## src/rtl/tiny_dnn_seq.sv

```systemverilog
// tiny_dnn_seq: loop sequencer for the tiny-dnn convolution engine.
// Walks o / y / x / c / ky / kx (outermost first) and issues one MAC command
// per kernel tap plus one output-write command per output pixel. Every
// address is built with adders from incrementally maintained bases.
// Ports:
//   S_AXI_ACLK, S_AXI_ARESETN      clock, async active-low reset
//   run                            level start; low aborts / acknowledges done
//   fs..ow                         layer configuration, captured at start
//   mac_valid/ready, mac_first/last, ia, wa   MAC command channel
//   out_valid/ready, oa            output-write command channel
//   busy, done                     sequence status
// Handshake: a command transfers on a cycle where valid and ready are both
// high; while valid is high and ready is low, the payload is held stable.
// mac_valid and out_valid are registered and never high together.
module tiny_dnn_seq #(
   parameter int AW = 12
) (
   input  logic          S_AXI_ACLK,
   input  logic          S_AXI_ARESETN,
   input  logic          run,
   input  logic [7:0]    fs,
   input  logic [2:0]    kh,
   input  logic [2:0]    kw,
   input  logic [11:0]   ss,
   input  logic [3:0]    id,
   input  logic [9:0]    is,
   input  logic [4:0]    ih,
   input  logic [4:0]    iw,
   input  logic [11:0]   ds,
   input  logic [3:0]    od,
   input  logic [9:0]    os,
   input  logic [4:0]    oh,
   input  logic [4:0]    ow,
   output logic          mac_valid,
   input  logic          mac_ready,
   output logic          mac_first,
   output logic          mac_last,
   output logic [AW-1:0] ia,
   output logic [AW-1:0] wa,
   output logic          out_valid,
   input  logic          out_ready,
   output logic [AW-1:0] oa,
   output logic          busy,
   output logic          done
);

   typedef enum logic [1:0] {S_IDLE, S_MAC, S_OUT, S_DONE} state_t;

   typedef struct packed {
      logic [7:0]  fs;
      logic [2:0]  kh;
      logic [2:0]  kw;
      logic [11:0] ss;
      logic [3:0]  id;
      logic [9:0]  is;
      logic [11:0] ds;
      logic [3:0]  od;
      logic [9:0]  os;
      logic [4:0]  oh;
      logic [4:0]  ow;
   } cfg_t;

   // ih/iw are status-only inputs and take no part in addressing.
   logic cfg_unused;
   assign cfg_unused = ^{ih, iw};

   state_t        state_q, state_d;
   cfg_t          cfg_q, cfg_d;
   logic          run_s_q, run_s_d, run_p_q, run_p_d;
   logic [3:0]    o_q, o_d, c_q, c_d;
   logic [4:0]    y_q, y_d, x_q, x_d;
   logic [2:0]    ky_q, ky_d, kx_q, kx_d;
   // Input-side bases: ybase = y*is, pix = ybase + x, chan = pix + c*ss,
   // row = chan + ky*is. Output side: ob = o*ds, oyb = ob + y*os.
   logic [AW-1:0] ybase_q, ybase_d, pix_q, pix_d, chan_q, chan_d, row_q, row_d;
   logic [AW-1:0] ob_q, ob_d, oyb_q, oyb_d, wbase_q, wbase_d;
   logic [AW-1:0] ia_q, ia_d, wa_q, wa_d, oa_q, oa_d;
   logic          mac_valid_q, mac_valid_d, out_valid_q, out_valid_d;
   logic          mac_first_q, mac_first_d, mac_last_q, mac_last_d;
   logic          busy_q, busy_d, done_q, done_d;

   logic [AW-1:0] ss_a, is_a, ds_a, os_a, fs_a;
   assign ss_a = AW'(cfg_q.ss);
   assign is_a = AW'(cfg_q.is);
   assign ds_a = AW'(cfg_q.ds);
   assign os_a = AW'(cfg_q.os);
   assign fs_a = AW'(cfg_q.fs);

   // run is registered twice so the start edge is judged on two registered
   // samples; abort and done-acknowledge react to the live level.
   logic start;
   assign start = run_s_q && !run_p_q;

   always_comb begin
      state_d     = state_q;
      cfg_d       = cfg_q;
      run_s_d     = run;
      run_p_d     = run_s_q;
      o_d = o_q;  y_d = y_q;  x_d = x_q;
      c_d = c_q;  ky_d = ky_q;  kx_d = kx_q;
      ybase_d = ybase_q;  pix_d = pix_q;  chan_d = chan_q;  row_d = row_q;
      ob_d = ob_q;  oyb_d = oyb_q;  wbase_d = wbase_q;
      ia_d = ia_q;  wa_d = wa_q;  oa_d = oa_q;
      mac_valid_d = mac_valid_q;
      out_valid_d = out_valid_q;
      mac_first_d = mac_first_q;
      mac_last_d  = mac_last_q;
      busy_d      = busy_q;
      done_d      = done_q;

      case (state_q)
         S_IDLE: begin
            if (start) begin
               cfg_d = '{fs: fs, kh: kh, kw: kw, ss: ss, id: id, is: is,
                         ds: ds, od: od, os: os, oh: oh, ow: ow};
               o_d = '0;  y_d = '0;  x_d = '0;  c_d = '0;  ky_d = '0;  kx_d = '0;
               ybase_d = '0;  pix_d = '0;  chan_d = '0;  row_d = '0;
               ob_d = '0;  oyb_d = '0;  wbase_d = '0;
               ia_d = '0;  wa_d = '0;  oa_d = '0;
               mac_valid_d = 1'b1;
               mac_first_d = 1'b1;
               mac_last_d  = (id == 4'd0) && (kh == 3'd0) && (kw == 3'd0);
               busy_d      = 1'b1;
               state_d     = S_MAC;
            end
         end
         S_MAC: begin
            if (!run) begin
               mac_valid_d = 1'b0;  mac_first_d = 1'b0;  mac_last_d = 1'b0;
               busy_d      = 1'b0;
               state_d     = S_IDLE;
            end else if (mac_ready) begin
               wa_d        = wa_q + 1'b1;
               mac_first_d = 1'b0;
               if (mac_last_q) begin
                  mac_valid_d = 1'b0;
                  mac_last_d  = 1'b0;
                  out_valid_d = 1'b1;
                  state_d     = S_OUT;
               end else begin
                  if (kx_q != cfg_q.kw) begin
                     kx_d = kx_q + 1'b1;
                     ia_d = ia_q + 1'b1;
                  end else begin
                     kx_d = '0;
                     if (ky_q != cfg_q.kh) begin
                        ky_d  = ky_q + 1'b1;
                        row_d = row_q + is_a;
                        ia_d  = row_q + is_a;
                     end else begin
                        // Not mac_last, so c is below id here.
                        ky_d   = '0;
                        c_d    = c_q + 1'b1;
                        chan_d = chan_q + ss_a;
                        row_d  = chan_q + ss_a;
                        ia_d   = chan_q + ss_a;
                     end
                  end
                  mac_last_d = (c_d == cfg_q.id) && (ky_d == cfg_q.kh) && (kx_d == cfg_q.kw);
               end
            end
         end
         S_OUT: begin
            if (!run) begin
               out_valid_d = 1'b0;
               busy_d      = 1'b0;
               state_d     = S_IDLE;
            end else if (out_ready) begin
               out_valid_d = 1'b0;
               if ((x_q == cfg_q.ow) && (y_q == cfg_q.oh) && (o_q == cfg_q.od)) begin
                  busy_d  = 1'b0;
                  done_d  = 1'b1;
                  state_d = S_DONE;
               end else begin
                  wa_d = wbase_q;
                  if (x_q != cfg_q.ow) begin
                     x_d   = x_q + 1'b1;
                     pix_d = pix_q + 1'b1;
                     oa_d  = oa_q + 1'b1;
                  end else begin
                     x_d = '0;
                     if (y_q != cfg_q.oh) begin
                        y_d     = y_q + 1'b1;
                        ybase_d = ybase_q + is_a;
                        pix_d   = ybase_q + is_a;
                        oyb_d   = oyb_q + os_a;
                        oa_d    = oyb_q + os_a;
                     end else begin
                        y_d     = '0;
                        o_d     = o_q + 1'b1;
                        ybase_d = '0;
                        pix_d   = '0;
                        ob_d    = ob_q + ds_a;
                        oyb_d   = ob_q + ds_a;
                        oa_d    = ob_q + ds_a;
                        wbase_d = wbase_q + fs_a;
                        wa_d    = wbase_q + fs_a;
                     end
                  end
                  // New pixel: every input base restarts at the pixel origin.
                  c_d = '0;  ky_d = '0;  kx_d = '0;
                  chan_d = pix_d;  row_d = pix_d;  ia_d = pix_d;
                  mac_valid_d = 1'b1;
                  mac_first_d = 1'b1;
                  mac_last_d  = (cfg_q.id == 4'd0) && (cfg_q.kh == 3'd0) && (cfg_q.kw == 3'd0);
                  state_d     = S_MAC;
               end
            end
         end
         S_DONE: begin
            if (!run) begin
               done_d  = 1'b0;
               state_d = S_IDLE;
            end
         end
         default: state_d = S_IDLE;
      endcase
   end

   always_ff @(posedge S_AXI_ACLK or negedge S_AXI_ARESETN) begin
      if (!S_AXI_ARESETN) begin
         state_q <= S_IDLE;
         cfg_q   <= '0;
         run_s_q <= 1'b0;  run_p_q <= 1'b0;
         o_q <= '0;  y_q <= '0;  x_q <= '0;  c_q <= '0;  ky_q <= '0;  kx_q <= '0;
         ybase_q <= '0;  pix_q <= '0;  chan_q <= '0;  row_q <= '0;
         ob_q <= '0;  oyb_q <= '0;  wbase_q <= '0;
         ia_q <= '0;  wa_q <= '0;  oa_q <= '0;
         mac_valid_q <= 1'b0;  out_valid_q <= 1'b0;
         mac_first_q <= 1'b0;  mac_last_q  <= 1'b0;
         busy_q <= 1'b0;  done_q <= 1'b0;
      end else begin
         state_q <= state_d;
         cfg_q   <= cfg_d;
         run_s_q <= run_s_d;  run_p_q <= run_p_d;
         o_q <= o_d;  y_q <= y_d;  x_q <= x_d;  c_q <= c_d;  ky_q <= ky_d;  kx_q <= kx_d;
         ybase_q <= ybase_d;  pix_q <= pix_d;  chan_q <= chan_d;  row_q <= row_d;
         ob_q <= ob_d;  oyb_q <= oyb_d;  wbase_q <= wbase_d;
         ia_q <= ia_d;  wa_q <= wa_d;  oa_q <= oa_d;
         mac_valid_q <= mac_valid_d;  out_valid_q <= out_valid_d;
         mac_first_q <= mac_first_d;  mac_last_q  <= mac_last_d;
         busy_q <= busy_d;  done_q <= done_d;
      end
   end

   assign mac_valid = mac_valid_q;
   assign out_valid = out_valid_q;
   assign mac_first = mac_first_q;
   assign mac_last  = mac_last_q;
   assign ia        = ia_q;
   assign wa        = wa_q;
   assign oa        = oa_q;
   assign busy      = busy_q;
   assign done      = done_q;

endmodule

```

## config.mk

```make
export PLATFORM = sky130hd
export DESIGN_NAME = tiny_dnn_seq
export DESIGN_NICKNAME = d
export VERILOG_FILES = /design/src/rtl/tiny_dnn_seq.sv
export SDC_FILE = /design/constraint.sdc
export NUM_CORES = 1
export LEC_CHECK = 0
export BUFFER_PORTS_ARGS = -buffer_cell sky130_fd_sc_hd__buf_2
export CAP_MARGIN = 15
export CORE_ASPECT_RATIO = 0.75
export CORE_MARGIN = 8
export CORE_UTILIZATION = 50
export CTS_BUF_LIST = sky130_fd_sc_hd__clkbuf_8
export DETAILED_ROUTE_END_ITERATION = 10
export PLACE_DENSITY = 0.69
export SLEW_MARGIN = 20
export SYNTH_ARGS = -nofsm -noshare
export SYNTH_HDL_FRONTEND = slang
export SYNTH_SLANG_ARGS = --single-unit
```

## constraint.sdc

```tcl
create_clock -name S_AXI_ACLK -period 4.65 [get_ports S_AXI_ACLK]
set_clock_uncertainty 0.15 [all_clocks]
set_input_delay 0.2325 -clock S_AXI_ACLK [delete_from_list [all_inputs] [get_ports S_AXI_ACLK]]
set_output_delay 0.2325 -clock S_AXI_ACLK [all_outputs]
set_load 0.01 [all_outputs]
```

=== Word level (Yosys, flattened, before mapping) ===
Index checks and enable logic that the tools add are counted.

* Register bits after elaboration: 230
* Logic and storage cells: 272

* Muxes and demuxes: 153
* Reduce and logical (&&, ||, !) cells: 35
* Eq/ne operators: 32
* Add/sub/neg operators: 16

{| class="wikitable"
|+ Operator list
! operator !! number
|-
| two-way mux 12 bit || 45
|-
| case mux 12 bit (2 select lines) || 6
|-
| case mux 12 bit (3 select lines) || 4
|-
| two-way mux 4 bit || 18
|-
| two-way mux 3 bit || 21
|-
| two-way mux 5 bit || 10
|-
| adder 12 x 1 -> 12 bit (second input constant) || 4
|-
| adder 12 x 10 -> 12 bit || 3
|-
| != test 2 bit (second input constant) || 15
|-
| two-way mux 1 bit || 28
|-
| AND reduction 5 bit || 5
|-
| adder 12 bit || 2
|-
| AND reduction 7 bit || 3
|-
| case mux 5 bit (2 select lines) || 2
|-
| case mux 3 bit (3 select lines) || 2
|-
| two-way mux 2 bit || 8
|-
| adder 12 x 8 -> 12 bit || 1
|-
| zero test 3 bit || 4
|-
| != test 3 bit (second input constant) || 4
|-
| case mux 1 bit (3 select lines) || 4
|-
| case mux 4 bit (3 select lines) || 1
|-
| AND reduction 6 bit || 2
|-
| adder 5 x 1 -> 5 bit (second input constant) || 2
|-
| equality test 5 bit || 2
|-
| 21 further kinds || 40
|}

=== Longest topological paths before layout ===
* Word-level depth: 14
* Depth in mapped cells: 12
* Gate-level depth less buffers: 11

=== Least setup slack after synthesis ===
Ideal clock, no wire load.

* Path kind: reg2reg
* From: reg cfg_q[36] in the netlist's numbering
* To: reg row_q[10]
* Data arrival time: 2.431 ns
* Stages on the path, launching flop included: 11
* Path slack: 1.942 ns
* Setup time: 0.127 ns
* Required time: 4.373 ns
* Cell sequence: dfrtp_1 > ha_1 > fa_1 > a21oi_1 > o211ai_1 > o41ai_1 > o21ai_0 > xnor2_1 > o22ai_1 > a221oi_1 > nor2_1

* Cells in the longest elaborated chain, start to end: 7
* Elaborated cells on any way between the ends: 13

{| class="wikitable"
|+ Ends and longest elaborated chain
! element !! RTL line !! text
|-
| start, declared || 68 || <nowiki>cfg_t cfg_q, cfg_d;</nowiki>
|-
| start signal, assigned || 234 || <nowiki>cfg_q <= cfg_d;</nowiki>
|-
| adder 12 x 10 -> 12 bit, on equally long branches || 185, 148 ||
|-
| two-way mux 12 bit, on equally long branches || 182, 146 ||
|-
| two-way mux 12 bit, on equally long branches || 176, 141 ||
|-
| two-way mux 12 bit, on equally long branches || 170, 135 ||
|-
| two-way mux 12 bit, on equally long branches || 168, 132 ||
|-
| two-way mux 12 bit, on equally long branches || 164, 128 ||
|-
| case mux 12 bit (3 select lines) (*) || 111 || <nowiki>case (state_q)</nowiki>
|-
| end signal, assigned || 237 || <nowiki>ybase_q <= ybase_d; pix_q <= pix_d; chan_q <= chan_d; row_q <= row_d;</nowiki>
|-
| end, declared || 75 || <nowiki>logic [AW-1:0] ybase_q, ybase_d, pix_q, pix_d, chan_q, chan_d, row_q, row_d;</nowiki>
|}

Every way passes the cells marked *; elsewhere a longest branch is shown, timed or not. The select of a mux whose other input is x is not followed.
A chain may end at the register's enable or synchronous reset.

=== Worst setup path in the final report ===
* From: reg state_q[0]
* To: reg oa_q[8], in the netlist oa[8]

* Cells in the longest elaborated chain, start to end: 3
* Elaborated cells on any way between the ends: 9

{| class="wikitable"
|+ Ends and longest elaborated chain
! element !! RTL line !! text
|-
| start, declared || 67 || <nowiki>state_t state_q, state_d;</nowiki>
|-
| start signal, assigned || 233 || <nowiki>state_q <= state_d;</nowiki>
|-
| equality test 2 bit or zero test 2 bit (tied branches) || 111 ||
|-
| != test 2 bit (no line) or nonzero test 2 bit (tied branches) || -- ||
|-
| AND reduction 5 bit (no line) || -- ||
|-
| end signal, assigned || 228 || <nowiki>ia_q <= '0; wa_q <= '0; oa_q <= '0;</nowiki>
|-
| end signal, assigned || 239 || <nowiki>ia_q <= ia_d; wa_q <= wa_d; oa_q <= oa_d;</nowiki>
|-
| end, declared || 77 || <nowiki>logic [AW-1:0] ia_q, ia_d, wa_q, wa_d, oa_q, oa_d;</nowiki>
|}

Several ways; a longest one is shown, not always the timed one.

==> impl_results.md <==
* Register area at about 5800 um2
* Root buf cell: clkbuf_8
* Total GRT Usage at 0.227
* Mean area per synthesized cell at just over 9 um2
* Most used cell, CP: nand2_1
* Hold crit path type: primary input to asynchronous set/reset pin
* EDFF count, synth at 0
* Synth warn at 0
* Gate Count Post-Synth at roughly 1500
* Peak VDD IR at 0.000257 V
* Top-count cell post-synth: dfrtp_1
* Buf+Inv Stages, Crit Path at 1
* Outcome: completed
* Fin cells at around 2100
* Vias/cell at 5.81
* Area Overhead vs Synth at 18.5%
* Slowest-stage cell, CP: nor2b_1
* Placement Setup Slack at ~1.1 ns
* Tcrit/Tclk final at 0.783
* Max H-tree Level at 2
* Layout cell share with drive strength beyond 1 at 0.171
* Power Density at around 600 nW/um2
* Final worst-path setup slack at between 1 and 1.5 ns
* Least-Margin Pin Slew at 1.03 ns
* Rel. slew slack at 0.310
* Top-area cell type share of the netlist area at 0.413
* Largest net degree at the start of global routing at between 100 and 150
* Crit-path cells: inv_1 > ha_1 > o21ai_0 > nand2_1 > a41oi_2 > nor2b_1 > nand2_1 > nor2_1 > a221oi_1
* Die Span X at 209 um
* Tmin final at 3.64 ns
* Ant diodes at 0
* Max-slew violation count at 0
* CTS resizes at 0
* Worst setup SP type: flip-flop
* Crit path capture type: flip-flop
* Post-CTS setup buffers at 0
* Reg2reg start: state_q[0]
* Detailed placer's ending HPWL at roughly 27000 um
* Commonest cells post-synth: dfrtp_1, nand2_1, o21ai_0, nor2_1, mux2_2
* Routed wire length at roughly 39000 um
* Netlist cell types at 68
* Crit. Startpoint: state_q[0]
* Residual DRC at 0
* Main area contributors after synthesis: dfrtp_1, mux2_2, ha_1
* Post-synth ARST share at 1.00
* I/O Pins at around 130
* CP max stage delay at 0.88 ns
* DP Area at 15000 um2
* CTS Buffer Depth at 3
* CP Data Arrival Time at between 3 and 4 ns
* Cell taking the most area after synthesis: dfrtp_1
* Max_cap viols at 0
* Wirelength per Cell at 18.5 um
* CTS Buf Count at 40
* Final nets at roughly 1900
* Die Footprint at 33600 um2
* Initial antenna violation count at 0
* Post-route ant nets at 0
* Hold Violations, Final at 0
* Worst endpoint required time at around 4.9 ns
* Placed Cells at 1935
* Syn_nets at ~1700
* Setup TNS Final at 0 ns
* # rows at 53
* Reg clk slew, reported paths at around 0.06 ns
* CP max FO at 14
* Chip Height at 161 um
* Final instance area at approximately 17000 um2
* Most used DFF post-synth: dfrtp_1
* Iteration-0 DRC count of the detailed router at approximately 1100
* Critical setup path kind: flip-flop to flip-flop
* Multi-input gate area at 7800 um2
* Clock latency on the worst-skew pair at between 0.5 and 0.6 ns
* Vias in the first global route at about 12000
* Via count at ~12000
* DR pass1 iterations at 5
* Worst Hold Slack at between 0.2 and 0.25 ns
* First-pass GRT wire length at approximately 63000 um
* TritonCTS clock tree: yes
* Core Region at approximately 28000 um2
* Post-Synthesis Cell Area at roughly 14000 um2
* Sinks on Clock Net at 230
* #FFs+latches synth at 230
* IO Port Bufs at approximately 120
* Layout fillers at between 2000 and 2500
* RSZ-0062 raised after global routing: no
* Highest Clock Rate at 275 MHz
* Post-synthesis sequential area ratio at 0.413
* Initial Util at 0.503
* Final GP Congestion at 0.899
* Lkg Pwr at approximately 7.7 nW
* Final setup fails at 0
* GRT overflow at 0
* CP delay by family, top: simple AND/OR/NAND/NOR gates
per-layer routing:
layer	vias to the layer above	GRT usage	routed length, um
met4	0	0.0601	655
met1	5890	0.322	18400
met3	58	0.0442	2320
met5	-	0	0
met2	340	0.351	17300
li1	5837	-	-
registers in the layout (all words and copies together), names as in the netlist, 2 cells and up:
name     cells
state_q      2
ob_q        12
oa          12
ky_q         3
wbase_q     12
ds_a        12
oyb_q       12
cfg_q       52
ybase_q     12
ia          12
pix_q       12
kx_q         3
ss_a        12
x_q          5
wa          12
chan_q      12
y_q          5
row_q       12
o_q          4
c_q          4
stage by stage:
stage	total power [mW]	utilization
after floorplan	6.64	-
after global placement	7.87	0.540
after detailed placement	8.01	0.540
after CTS	9.90	0.596
after global routing	10.6	0.596
final	9.88	0.596
area by class of cell:
| class | instances | area share |
|---|---|---|
| multi-input cells | 1159 | 0.472 |
| flip-flops and latches | 230 | 0.348 |
| repair buffers | 228 | 0.0986 |
| clock buffers | 47 | 0.0391 |
| well taps | 357 | 0.0270 |
| inverters | 41 | 0.00931 |
| clock inverters | 24 | 0.00613 |
placed cells by master (no fill, tap or decap), types with 21 or more instances in the layout:
cell and n:
a22o_1 21, xnor2_1 61, xor2_1 39, buf_4 25, ha_1 73, mux2_2 84, dlygate4sd3_1 80, o21ai_0 129
a21oi_1 77, nor2_1 85, a21o_1 21, nand3_1 56, clkbuf_8 47, dfrtp_1 230, and3_1 25, inv_1 59
buf_2 121, nor3_1 22, nand2_1 218
worst paths after layout:
kind                                to  slack (ns)  cells past startpoint
min in group S_AXI_ACLK        run_p_q        0.26                      0
max in group asynchronous  ybase_q[10]        2.97                      3
min                            ds_a[7]        0.22                      2
min reg2reg                    run_p_q        0.26                      0
max reg2reg                      oa[8]        1.01                      9
max                              oa[8]        1.01                      9
what timing repair did:
item	in CTS	in global routing
endpoints found under the hold margin	201	0
endpoints found under the setup margin	0	0
hold buffers	80	0
power breakdown:
group          internal [mW]  total [mW]  switching, mW
Sequential              2.60        3.17          0.569
Combinational           1.99        4.93           2.94
Clock                  0.916        1.78          0.863
logic make-up (layout without fill, tap and decap cells):
group | after synthesis | in the layout | synth area share
AND/OR/NAND/NOR | 479 | 479 | 0.156
AO/OA/AOI/OAI | 408 | 408 | 0.189
flip-flops | 230 | 230 | 0.413
buffers and inverters | 106 | 340 | 0.0293
XOR/XNOR | 101 | 101 | 0.0644
multiplexers | 91 | 91 | 0.0728
adder cells (fa/ha/maj) | 80 | 80 | 0.0750
No activity file was read; power rests on OpenSTA's default activity.
